$ cat config.mk
export PLATFORM = sky130hd
export DESIGN_NAME = act_buffer_nn
export DESIGN_NICKNAME = d
export VERILOG_FILES = /design/src/rtl/act_buffer_nn.sv
export SDC_FILE = /design/constraint.sdc
export NUM_CORES = 1
export LEC_CHECK = 0
export CORE_MARGIN = 2
export CORE_UTILIZATION = 45
export DETAILED_ROUTE_END_ITERATION = 12
export PLACE_DENSITY = 0.73
export SLEW_MARGIN = 20
export SYNTH_ARGS = -nofsm -noshare
export SYNTH_HDL_FRONTEND = slang
export SYNTH_SLANG_ARGS = --single-unit
$ cat constraint.sdc
create_clock -name clk -period 6.1 [get_ports clk]
set_input_delay 0.61 -clock clk [delete_from_list [all_inputs] [get_ports clk]]
set_output_delay 0.61 -clock clk [all_outputs]
set_load 0.1 [all_outputs]
$ cat src/rtl/act_buffer_nn.sv
// Ping-pong activation buffer feeding mac_0 a_in_0 of the 2x2 MAC array.
// Optional build macro: ACT_BUF_ZERO_PAD_EN (a_in_0 forced to 0 when rd_en=0).
module act_buffer_nn #(
    parameter int N  = 4,
    parameter int DW = 8
) (
    input  logic          clk,
    input  logic          rst,
    input  logic          wr_en,
    input  logic [DW-1:0] wr_data,
    output logic          wr_ready,
    output logic          ctrl_start,
    input  logic          ctrl_busy,
    input  logic          rd_en,
    output logic [DW-1:0] a_in_0,
    output logic [1:0]    bank_full,
    output logic          underrun
);

    localparam int IW = (N > 1) ? $clog2(N) : 1;
    localparam logic [IW-1:0] LAST = IW'(N - 1);

    typedef enum logic [1:0] {
        IDLE,
        ARM,
        STREAM,
        DRAIN
    } state_t;

    state_t        state_q, state_d;
    logic [DW-1:0] mem_q [2][N];
    logic          wb_q, wb_d;
    logic          rb_q, rb_d;
    logic [IW-1:0] wi_q, wi_d;
    logic [IW-1:0] ri_q, ri_d;
    logic [1:0]    full_q, full_d;
    logic          start_q, start_d;
    logic          underrun_q, underrun_d;

    logic          wr_acc, wr_last;
    logic          rd_ok, rd_last;
    logic [DW-1:0] rd_data;

    assign wr_acc  = wr_en && !full_q[wb_q];
    assign wr_last = wr_acc && (wi_q == LAST);
    assign rd_ok   = rd_en && ((state_q == ARM) || (state_q == STREAM));
    assign rd_last = rd_ok && (ri_q == LAST);

    always_comb begin
        state_d    = state_q;
        start_d    = 1'b0;
        wb_d       = wb_q ^ wr_last;
        rb_d       = rb_q ^ rd_last;
        wi_d       = wi_q;
        ri_d       = ri_q;
        full_d     = full_q;
        underrun_d = underrun_q;

        if (wr_acc) begin
            wi_d = wr_last ? '0 : wi_q + 1'b1;
        end
        if (rd_ok) begin
            ri_d = rd_last ? '0 : ri_q + 1'b1;
        end
        // Write and read always target different banks, so both may update.
        if (wr_last) begin
            full_d[wb_q] = 1'b1;
        end
        if (rd_last) begin
            full_d[rb_q] = 1'b0;
        end

        unique case (state_q)
            IDLE: begin
                if (full_q[rb_q] && !ctrl_busy) begin
                    start_d = 1'b1;
                    state_d = ARM;
                end
            end
            ARM: begin
                if (rd_last) begin
                    state_d = DRAIN;
                end else if (ctrl_busy) begin
                    state_d = STREAM;
                end
            end
            STREAM: begin
                if (rd_last) begin
                    state_d = DRAIN;
                end
            end
            DRAIN: begin
                if (!ctrl_busy) begin
                    state_d = IDLE;
                end
            end
            default: state_d = IDLE;
        endcase

        if (rd_en && ((state_q == IDLE) || (state_q == DRAIN))) begin
            underrun_d = 1'b1;
        end
    end

    always_ff @(posedge clk or posedge rst) begin
        if (rst) begin
            state_q    <= IDLE;
            wb_q       <= 1'b0;
            rb_q       <= 1'b0;
            wi_q       <= '0;
            ri_q       <= '0;
            full_q     <= 2'b00;
            start_q    <= 1'b0;
            underrun_q <= 1'b0;
        end else begin
            state_q    <= state_d;
            wb_q       <= wb_d;
            rb_q       <= rb_d;
            wi_q       <= wi_d;
            ri_q       <= ri_d;
            full_q     <= full_d;
            start_q    <= start_d;
            underrun_q <= underrun_d;
        end
    end

    always_ff @(posedge clk or posedge rst) begin
        if (rst) begin
            for (int b = 0; b < 2; b++) begin
                for (int i = 0; i < N; i++) begin
                    mem_q[b][i] <= '0;
                end
            end
        end else if (wr_acc) begin
            mem_q[wb_q][wi_q] <= wr_data;
        end
    end

    assign rd_data = mem_q[rb_q][ri_q];

`ifdef ACT_BUF_ZERO_PAD_EN
    assign a_in_0 = rd_en ? rd_data : '0;
`else
    assign a_in_0 = rd_data;
`endif

    assign wr_ready   = !full_q[wb_q];
    assign ctrl_start = start_q;
    assign bank_full  = full_q;
    assign underrun   = underrun_q;

endmodule

## After elaboration in Yosys (flattened, before gate mapping)

Index checks and enable logic that the tools add are counted.

| storage, ports and cells | value |
|---|---|
| register bits | 76 |
| output and inout port bits | 13 |
| logic and storage cells | 93 |

| operators by class | value |
|---|---|
| add/subtract/negate cells | 2 |
| order comparisons | 10 |
| equal/unequal tests | 9 |
| multiplexer cells | 31 |
| bitwise gates (word level) | 9 |
| reductions and logical operators | 16 |

Operators by type and width:

| cell | number |
|---|---|
| $mux W32 | 4 |
| $bwmux W64 | 1 |
| $demux W32 S1 | 1 |
| $mux W8 | 3 |
| $mux W2 | 9 |
| $bmux W8 S2 | 1 |
| $demux W8 S2 | 1 |
| $logic_and A1 B1 Y1 | 10 |
| $eq A2 B2 Y1 const B | 4 |
| $mux W1 | 8 |
| $pmux W2 S4 | 1 |
| $ge A3 B3 Y1 const B | 2 |
| $ne A2 B2 Y1 const B | 3 |
| $not A2 Y3 | 2 |
| $add A2 B1 Y2 const B | 2 |
| $ge A2 B2 Y1 const B | 2 |
| $lt A1 B2 Y1 const B | 2 |
| $not A1 Y2 | 2 |
| $reduce_and A4 Y1 | 1 |
| $lt A3 B1 Y1 const B | 1 |
| $ne A3 B3 Y1 const B | 1 |
| $and A2 B2 Y2 | 1 |
| $demux W1 S1 | 2 |
| $eq A2 B1 Y1 const B | 1 |
| other kinds (8) | 12 |

## Depth between registers and ports, before layout

Gate-level depths: netlist (run 1).

| logic depth | value |
|---|---|
| depth after elaboration | 8 |
| mapped depth | 6 |
| depth with buffers taken out | 6 |

## Least setup slack after synthesis (run 1)

No wires, ideal clock.

| path | value |
|---|---|
| kind | flip-flop to flip-flop |
| from | register full_q[1] (netlist: bank_full[1]) |
| to | register wi_q[1] |
| library setup time | 125 ps |
| data arrival time | 3147 ps |
| required time | 5975 ps |
| slack | 2829 ps |
| stages on the path, launching flop included | 4 |
| clock period less this slack | 3271 ps |
| path through | dfrtp_1 mux2i_1 nand2_1 mux2_2 |

| on the way | value |
|---|---|
| word-level cells in the longest chain between the ends | 6 |

RTL lines:

| element | line | text |
|---|---|---|
| from (decl) | 36 | `logic [1:0] full_q, full_d;` |
| from (signal assigned) | 121 | `full_q <= full_d;` |
| $mux W1 (*) (2 in a row) | n/a |  |
| $logic_not A1 Y1 (*) | n/a |  |
| via wr_ready | 11 | `output logic wr_ready,` |
| $logic_and A1 B1 Y1 (*) | 44 | `assign wr_acc = wr_en && !full_q[wb_q];` |
| $logic_and A1 B1 Y1 | 45 | `assign wr_last = wr_acc && (wi_q == LAST);` |
| $mux W2 | 60 | `wi_d = wr_last ? '0 : wi_q + 1'b1;` |
| to (signal assigned) | 119 | `wi_q <= wi_d;` |
| to (decl) | 34 | `logic [IW-1:0] wi_q, wi_d;` |

The timed path passes the listed nets; every way through them passes the cells marked *. The select of a mux whose other input is x is not followed.
A chain may end at the register's enable or synchronous reset.

## Final worst setup path (run 1)

| path | value |
|---|---|
| from | register rb_q |
| to | output port a_in_0[7] |

| on the way | value |
|---|---|
| word-level cells in the longest chain between the ends | 7 |

RTL lines:

| element | line | text |
|---|---|---|
| from (decl) | 33 | `logic rb_q, rb_d;` |
| from (signal assigned) | 118 | `rb_q <= rb_d;` |
| $not A1 Y2 (implied by the code) | 139 | `assign rd_data = mem_q[rb_q][ri_q];` |
| $mux W32 (implied by the code) (3 in a row) | 139 |  |
| $bmux W8 S2 | 139 |  |
| $mux W8 (implied by the code) (2 in a row) | 139 |  |
| to (decl) | 15 | `output logic [DW-1:0] a_in_0,` |

No other way between the ends. The select of a mux whose other input is x is not followed.

==> run summary, run 1 <==
WP depth: 3
Post-DP HPWL: 4.08 mm
syn nets: 254
YS warnings: 0
CP top delay family: flip-flops
initial core utilization: 46.4%
ant diodes: 0
worst min path class: flop to flop
Via density: 5.43
Placer Congestion: 0.726
cell area after synthesis: 3580 µm²
antenna violations before repair: 0
total core area: 7730 µm²
Post-CTS Setup Inserts: 0
Worst setup SP type: flop
Crit Reg-Reg Startpoint: ri_q[0]$_DFFE_PP0P_
DR vias: 1,986
DRC: 0
WL final: 6.48 mm
TritonCTS clock tree: yes
Synth Instances: 231
RSZ-0062 raised after global routing: no
DRT Pass-1 Iters: 4
Die Width: 93.3 µm
clock sinks: 76
critical path class: flop to output pin
skew final: 0.00640 ns
vias in the first global route: 2,007
worst hold slack: 0.458 ns
crit path capture: a_in_0[7]
Fin Setup TNS: 0 ns
WL/cell: 17.7 µm
GR Util All Layers: 16.3%
syn avg cell area: 15.5 µm²
Final nets: 282
min cycle time layout: 3.88 ns
P&R area growth vs syn: 13.9%
Bufs and invs on worst path: 1
1st-iter DRT viols: 65
reg-to-reg endpoint: state_q[0]$_DFFE_PP0P_
clk slew on worst S/H paths: 0.07 ns
filler instances: 658
fraction of the cycle the final worst path needs: 63.6%
share of layout cells above drive strength 1: 37.9%
R2R depth: 5
Crit. End Element: output pin
Rows: 32
worst relative slew slack: 32.9%
sequential share of the synthesized area: 53.1%
Remaining Overflow, GRT: 0
final instance area: 4080 µm²
Root Buffer: clkbuf_8
worst-margin pin slew: 1.01 ns
Max-Cap Viols: 0
# IOs: 26
Die Span Y: 93.3 µm
critical path arrival: 3.27 ns
Slew Viols, Final: 0
largest net degree at the start of global routing: 77
crit path max-delay cell type: dfrtp_1
#FFs+latches synth: 76
Final Hold Viols: 0
post-route ant nets: 0
H-tree depth: 3
Post-synth ARST share: 100%
# setup viols final: 0
Worst path max stage delay: 1.01 ns
CTS hold repair buffers: 0
number of synthesized flops with an enable pin: 0
die area: 8700 µm²
status: finished clean
Synth cell types: 28
CP max FO: 20
f_max: 258 MHz
Clock Latency Late Sink: 0.34 ns
worst-path cell chain: mux4_1 -> mux2_2 -> clkdlybuf4s50_1
CTS Buf Count: 9
Area after DPL: 3920 µm²
PostCTS Resize Cnt: 0
Synth Flop Type: dfrtp_1
critical path required time: 5.49 ns
Max Buffers Root-to-Sink: 2
FF-to-FF setup slack: 3.96 ns
count of input and output buffers: 25
first-pass GRT wire length: 10.5 mm
CP startpoint: rb_q$_DFF_PP0_
[cells in the mapped netlist, drive strengths merged (2+ instances only)]
cell,number,area [µm²]
dfrtp,76,1900
mux2,75,845
mux4,16,394
ha,10,125
nand2,9,41.3
buf,8,46.3
inv,6,22.5
and3,4,25.0
a21o,3,22.5
a21oi,3,15.0
mux2i,3,30.0
nand3,3,15.0
nor3,3,26.3
o21ai,3,15.0
nor2,2,10.0
[logic make-up after synthesis]
| kind of cell | count (synthesis) | synth area share, % |
|---|---|---|
| simple gates | 25 | 4.08 |
| xor+xnor | 1 | 0.244 |
| buf+inv | 15 | 2.02 |
| flops | 76 | 53.1 |
| fa+ha+maj | 10 | 3.49 |
| compound gates | 10 | 1.71 |
| mux | 94 | 35.4 |
[metal layers]
layer | global-route usage (%) | vias up | share of wire (%)
li1 | - | 922 | -
met1 | 21.6 | 1031 | 47
met2 | 26.7 | 25 | 48
met3 | 2.98 | 8 | 2.9
met4 | 6.62 | 0 | 1.2
met5 | 0 | - | 0
[worst min-delay path by stage]
stage	startpoint	to	slack (ns)	cells past startpoint
after floorplan	mem_q[7]$_DFFE_PP0P_	mem_q[7]$_DFFE_PP0P_	0.46	1
after global placement	underrun$_DFFE_PP0P_	underrun$_DFFE_PP0P_	0.44	1
after detailed placement	underrun$_DFFE_PP0P_	underrun$_DFFE_PP0P_	0.45	1
after CTS	underrun$_DFFE_PP0P_	underrun$_DFFE_PP0P_	0.46	1
after global routing	underrun$_DFFE_PP0P_	underrun$_DFFE_PP0P_	0.48	1
final	underrun$_DFFE_PP0P_	underrun$_DFFE_PP0P_	0.46	1
[through the flow]
stage | utilization [%] | setup WS, ns | instances
after global placement | 50.7 | 2.57 | 350
after global routing | 52.8 | 2.11 | 366
after detailed placement | 50.7 | 2.58 | 350
after CTS | 52.8 | 2.19 | 366
after floorplan | - | 2.83 | 231
final | 52.8 | 2.22 | 366
[state kept, by name, indices dropped and copies added (netlist names)]
register and cells:
wb_q 1, mem_q 64, state_q 2, bank_full 2
ctrl_start 1, ri_q 2, underrun 1, wi_q 2
rb_q 1
[placed cells by master (no fill, tap or decap)]
cell              n
o22a_1            1
ha_1             10
nand2b_1          1
nor3_1            2
nor2_1            1
inv_1             5
mux4_2            7
dfrtp_1          76
nand2_1           6
nand3_1           3
nor3b_1           1
nand4b_1          1
a21oi_1           3
and3_1            4
mux2_2           74
inv_2             1
clkbuf_8         10
a21o_1            3
o21ai_0           3
mux4_1            9
clkinv_2          2
nand2_2           3
nor2_2            1
clkdlybuf4s50_1  25
mux2_1            1
clkbuf_1          4
nor2b_1           1
mux2i_1           3
xnor2_1           1
buf_4             1
nor3_4            1
[cell type report]
type                            count  area (µm²)  area share, %
Sequential cell                    76        1900           46.6
Timing Repair Buffer               26         258           6.31
Tap cell                          102         128           3.13
Multi-Input combinational cell    140        1610           39.4
Inverter                            6        22.5          0.552
Clock buffer                       14         153           3.74
Clock inverter                      2        10.0          0.245
[worst register-to-register path: cells and delay by family, from the launching register on]
| family | cells | cell delay (ns) |
|---|---|---|
| adders and majority gates | 1 | 0.32 |
| DFF | 1 | 0.98 |
| and+or+nand+nor | 2 | 0.31 |
| muxes | 1 | 0.29 |
| AOI/OAI and AO/OA | 1 | 0.12 |
Power of run 1 is not shown: default switching activity piles up to over one toggle a cycle in this logic, so the estimate is an artifact.
==> run 2: changes to the inputs <==
==> constraint.sdc (replaced) <==
create_clock -name clk -period 3.9 [get_ports clk]
set_input_delay 0.39 -clock clk [delete_from_list [all_inputs] [get_ports clk]]
set_output_delay 0.39 -clock clk [all_outputs]
set_load 0.1 [all_outputs]
==> run summary, run 2 (same netlist as run 1, synthesis figures left out) <==
status: finished clean (unchanged)
Remaining Overflow, GRT: 0 (unchanged)
max FFs per register: 64 (unchanged)
Crit. End Element: output pin (unchanged)
Via density: 5.45 (was 5.43)
WL/cell: 17.2 µm (was 17.7 µm)
DRC: 0 (unchanged)
count of input and output buffers: 25 (unchanged)
CTS Buf Count: 9 (unchanged)
R2R depth: 5 (unchanged)
H-tree depth: 3 (unchanged)
worst relative slew slack: 34.3% (was 32.9%)
die area: 8700 µm² (unchanged)
Fin Setup TNS: 0 ns (unchanged)
worst-margin pin slew: 0.982 ns (was 1.01 ns)
# IOs: 26 (unchanged)
critical path arrival: 2.41 ns (was 3.27 ns)
Crit Reg-Reg Startpoint: ri_q[0]$_DFFE_PP0P_ (unchanged)
Clock Latency Late Sink: 0.33 ns (was 0.34 ns)
critical path class: flop to output pin (unchanged)
worst hold slack: 0.456 ns (was 0.458 ns)
Slew Viols, Final: 0 (unchanged)
Rows: 32 (unchanged)
skew final: 0.00610 ns (was 0.00640 ns)
FF-to-FF setup slack: 1.84 ns (was 3.96 ns)
largest net degree at the start of global routing: 33 (was 77)
WL final: 6.32 mm (was 6.48 mm)
DRT Pass-1 Iters: 6 (was 4)
worst min path class: input port to async pin (was flop to flop)
Final Hold Viols: 0 (unchanged)
Root Buffer: clkbuf_8 (unchanged)
share of layout cells above drive strength 1: 42.1% (was 37.9%)
first-pass GRT wire length: 10.6 mm (was 10.5 mm)
Die Span Y: 93.3 µm (unchanged)
commonest non-fill, non-tap cell in the layout: dfrtp_1 (unchanged)
Final nets: 285 (was 282)
RSZ-0062 raised after global routing: no (unchanged)
min cycle time layout: 2.80 ns
DR vias: 2,005 (was 1,986)
ant diodes: 0 (unchanged)
antenna violations before repair: 0 (unchanged)
initial core utilization: 46.4% (unchanged)
1st-iter DRT viols: 48 (was 65)
clock sinks: 76 (unchanged)
CP max FO: 17 (was 20)
critical path required time: 3.51 ns (was 5.49 ns)
# setup viols final: 0 (unchanged)
Post-CTS Setup Inserts: 0 (unchanged)
CTS hold repair buffers: 0 (unchanged)
Post-DP HPWL: 4.19 mm (was 4.08 mm)
Placer Congestion: 0.742 (was 0.726)
GR Util All Layers: 16.4% (was 16.3%)
f_max: 357 MHz
Max-Cap Viols: 0 (unchanged)
Biggest register: mem_q (unchanged)
PostCTS Resize Cnt: 0 (unchanged)
filler instances: 650 (was 658)
TritonCTS clock tree: yes (unchanged)
vias in the first global route: 2,098 (was 2,007)
post-route ant nets: 0 (unchanged)
dpl cells: 353 (was 350)
clk slew on worst S/H paths: 0.07 ns (about the same)
P&R area growth vs syn: 14.1% (was 13.9%)
fraction of the cycle the final worst path needs: 71.9%
post-route non-filler standard cell count: 368 (was 366)
most frequent cells in the layout: dfrtp_1, mux2_2, clkdlybuf4s50_1, buf_4, clkbuf_8 (was dfrtp_1, mux2_2, clkdlybuf4s50_1, ha_1, clkbuf_8)
total core area: 7730 µm² (unchanged)
Die Width: 93.3 µm (unchanged)
Max Buffers Root-to-Sink: 2 (unchanged)
Worst setup SP type: flop (unchanged)
reg-to-reg endpoint: state_q[0]$_DFFE_PP0P_ (unchanged)
-- run 2: per-layer routing --
metal	up-vias	track usage (%)	part of all wire [%]
li1	924	-	-
met1	1053	21.1	46
met2	21	27.1	50
met3	7	3.30	2.4
met4	0	6.86	1.0
met5	-	0	0
-- run 2: how the worst max path moves through the flow --
stage / from / end / slack (ns) / cells past startpoint
2_1_floorplan: bank_full[1]$_DFF_PP0_ / wi_q[1]$_DFFE_PP0P_ / 0.63 / 3
3_3_place_gp: rb_q$_DFF_PP0_ / a_in_0[7] / 1.44 / 3
3_5_place_dp: rb_q$_DFF_PP0_ / a_in_0[5] / 1.43 / 3
4_1_cts: rb_q$_DFF_PP0_ / a_in_0[7] / 1.05 / 3
5_1_grt: rb_q$_DFF_PP0_ / a_in_0[3] / 0.99 / 3
6_report: rb_q$_DFF_PP0_ / a_in_0[7] / 1.10 / 3
-- run 2: per-stage QoR --
stage / cell area (µm²) / utilization, % / setup WS [ns]
final: 4090 / 52.9 / 1.10
after global routing: 4090 / 52.9 / 0.991
after global placement: 3920 / 50.8 / 1.44
after floorplan: 3580 / - / 0.629
after detailed placement: 3920 / 50.8 / 1.43
after CTS: 4090 / 52.9 / 1.05
-- run 2: cell type report --
cell class              instances  area (µm²)  area share (%)
clock buffers                  13         159            3.88
repair buffers                 29         260            6.36
well taps                     102         128            3.12
flip-flops and latches         76        1900            46.5
inverters                       6        22.5           0.550
multi-input cells             140        1610            39.4
clock inverters                 2        10.0           0.245
-- run 2: worst max-delay path: stages, from the launching register on --
cell and delay, ns:
dfrtp_1 0.92, mux4_1 0.63, mux2_2 0.28, buf_4 0.23
Power of run 2 is left out for the same reason.
==> run 3: changes to the inputs <==
==> constraint.sdc (replaced) <==
create_clock -name clk -period 2.9 [get_ports clk]
set_input_delay 0.29 -clock clk [delete_from_list [all_inputs] [get_ports clk]]
set_output_delay 0.29 -clock clk [all_outputs]
set_load 0.1 [all_outputs]
==> run summary, run 3 (same netlist as run 1, synthesis figures left out) <==
status: finished clean (unchanged)
# setup viols final: 0 (unchanged)
WL final: 6.61 mm (was 6.32 mm)
CP top delay family: multiplexers (was flip-flops)
worst-path cell chain: buf_4 -> mux4_1 -> mux2_2 -> buf_12 (was mux4_1 -> mux2_2 -> buf_4)
Die Width: 93.3 µm (unchanged)
critical path required time: 2.61 ns (was 3.51 ns)
Crit. End Element: output pin (unchanged)
DRT Pass-1 Iters: 4 (was 6)
DRC: 0 (unchanged)
CP max FO: 12 (was 17)
total core area: 7730 µm² (unchanged)
Fin Setup TNS: 0 ns (unchanged)
Max Buffers Root-to-Sink: 2 (unchanged)
Worst setup SP type: flop (unchanged)
Post-DP HPWL: 4.28 mm (was 4.19 mm)
Root Buffer: clkbuf_8 (unchanged)
GR Util All Layers: 17.0% (was 16.4%)
Clock Latency Late Sink: 0.35 ns (was 0.33 ns)
most frequent cells in the layout: dfrtp_1, mux2_2, clkdlybuf4s50_1, ha_1, clkbuf_8 (was dfrtp_1, mux2_2, clkdlybuf4s50_1, buf_4, clkbuf_8)
skew final: 0.00817 ns (was 0.00610 ns)
P&R area growth vs syn: 18.6% (was 14.1%)
ant diodes: 0 (unchanged)
TritonCTS clock tree: yes (unchanged)
share of layout cells above drive strength 1: 45.3% (was 42.1%)
fraction of the cycle the final worst path needs: 80.1%
Max-Cap Viols: 0 (unchanged)
Bufs and invs on worst path: 2 (was 1)
largest net degree at the start of global routing: 56 (was 33)
Placer Congestion: 0.774 (was 0.742)
Post-CTS Setup Inserts: 0 (unchanged)
worst min path class: input port to async pin (unchanged)
initial core utilization: 46.4% (unchanged)
H-tree depth: 3 (unchanged)
CTS Buf Count: 9 (unchanged)
Via density: 5.46 (was 5.45)
worst-margin pin slew: 0.569 ns (was 0.982 ns)
Remaining Overflow, GRT: 0 (unchanged)
filler instances: 591 (was 650)
critical path class: flop to output pin (unchanged)
Die Span Y: 93.3 µm (unchanged)
die area: 8700 µm² (unchanged)
count of input and output buffers: 25 (unchanged)
min cycle time layout: 2.32 ns
Final Hold Viols: 0 (unchanged)
PostCTS Resize Cnt: 0 (unchanged)
RSZ-0062 raised after global routing: no (unchanged)
first-pass GRT wire length: 10.9 mm (was 10.6 mm)
antenna violations before repair: 0 (unchanged)
Worst path max stage delay: 0.59 ns (was 0.92 ns)
DR vias: 2,015 (was 2,005)
Slew Viols, Final: 0 (unchanged)
worst relative slew slack: 61.9% (was 34.3%)
clk slew on worst S/H paths: 0.08 ns (was 0.07 ns)
Biggest register: mem_q (unchanged)
Rows: 32 (unchanged)
WL/cell: 17.9 µm (was 17.2 µm)
worst hold slack: 0.270 ns (was 0.456 ns)
critical path arrival: 2.03 ns (was 2.41 ns)
max FFs per register: 64 (unchanged)
final core occ: 55.0% (was 52.9%)
# IOs: 26 (unchanged)
clock sinks: 76 (unchanged)
Final nets: 285 (unchanged)
vias in the first global route: 2,083 (was 2,098)
post-route ant nets: 0 (unchanged)
commonest non-fill, non-tap cell in the layout: dfrtp_1 (unchanged)
f_max: 431 MHz
pre-CTS WS: 0.904 ns (was 1.43 ns)
crit path max-delay cell type: mux4_1 (was dfrtp_1)
1st-iter DRT viols: 65 (was 48)
CTS hold repair buffers: 0 (unchanged)
min setup slack post-route: 0.577 ns (was 1.10 ns)
-- run 3: cell count changes in the layout (fill, tap and decap cells not counted), sizes merged --
cell,change
buf,+5
clkdlybuf4s50,-5
clkbuf,-3
bufinv,+2
clkinv,+2
-- run 3: area by class of cell --
class / instances / area, µm² / share of cell area (%)
well taps: 102 / 128 / 3.00
clock inverters: 6 / 87.6 / 2.06
flip-flops and latches: 76 / 1900 / 44.7
repair buffers: 29 / 360 / 8.48
clock buffers: 10 / 138 / 3.24
inverters: 6 / 22.5 / 0.530
multi-input cells: 140 / 1610 / 38.0
-- run 3: metrics by stage --
stage | instances | instance area, µm²
after global routing | 369 | 4250
after detailed placement | 353 | 4030
final | 369 | 4250
after CTS | 369 | 4250
after floorplan | 231 | 3590
after global placement | 353 | 4030
-- run 3: final timing paths --
check	from	endpoint	slack [ns]	cells after the start
min in group clk	underrun$_DFFE_PP0P_	underrun$_DFFE_PP0P_	0.46	1
min reg2reg	underrun$_DFFE_PP0P_	underrun$_DFFE_PP0P_	0.46	1
min	rst	mem_q[25]$_DFFE_PP0P_	0.27	2
max	rb_q$_DFF_PP0_	a_in_0[1]	0.58	4
max reg2reg	ri_q[1]$_DFFE_PP0P_	state_q[0]$_DFFE_PP0P_	1.12	5
max in group asynchronous	rst	mem_q[5]$_DFFE_PP0P_	1.97	3
-- run 3: per-layer routing --
layer / wire (µm) / global-route usage [%] / vias to the layer above
li1: - / - / 924
met3: 286 / 4.43 / 8
met5: 0 / 0 / -
met1: 3010 / 22.7 / 1048
met4: 80 / 5.88 / 0
met2: 3230 / 27.2 / 35
Power of run 3 is left out for the same reason.
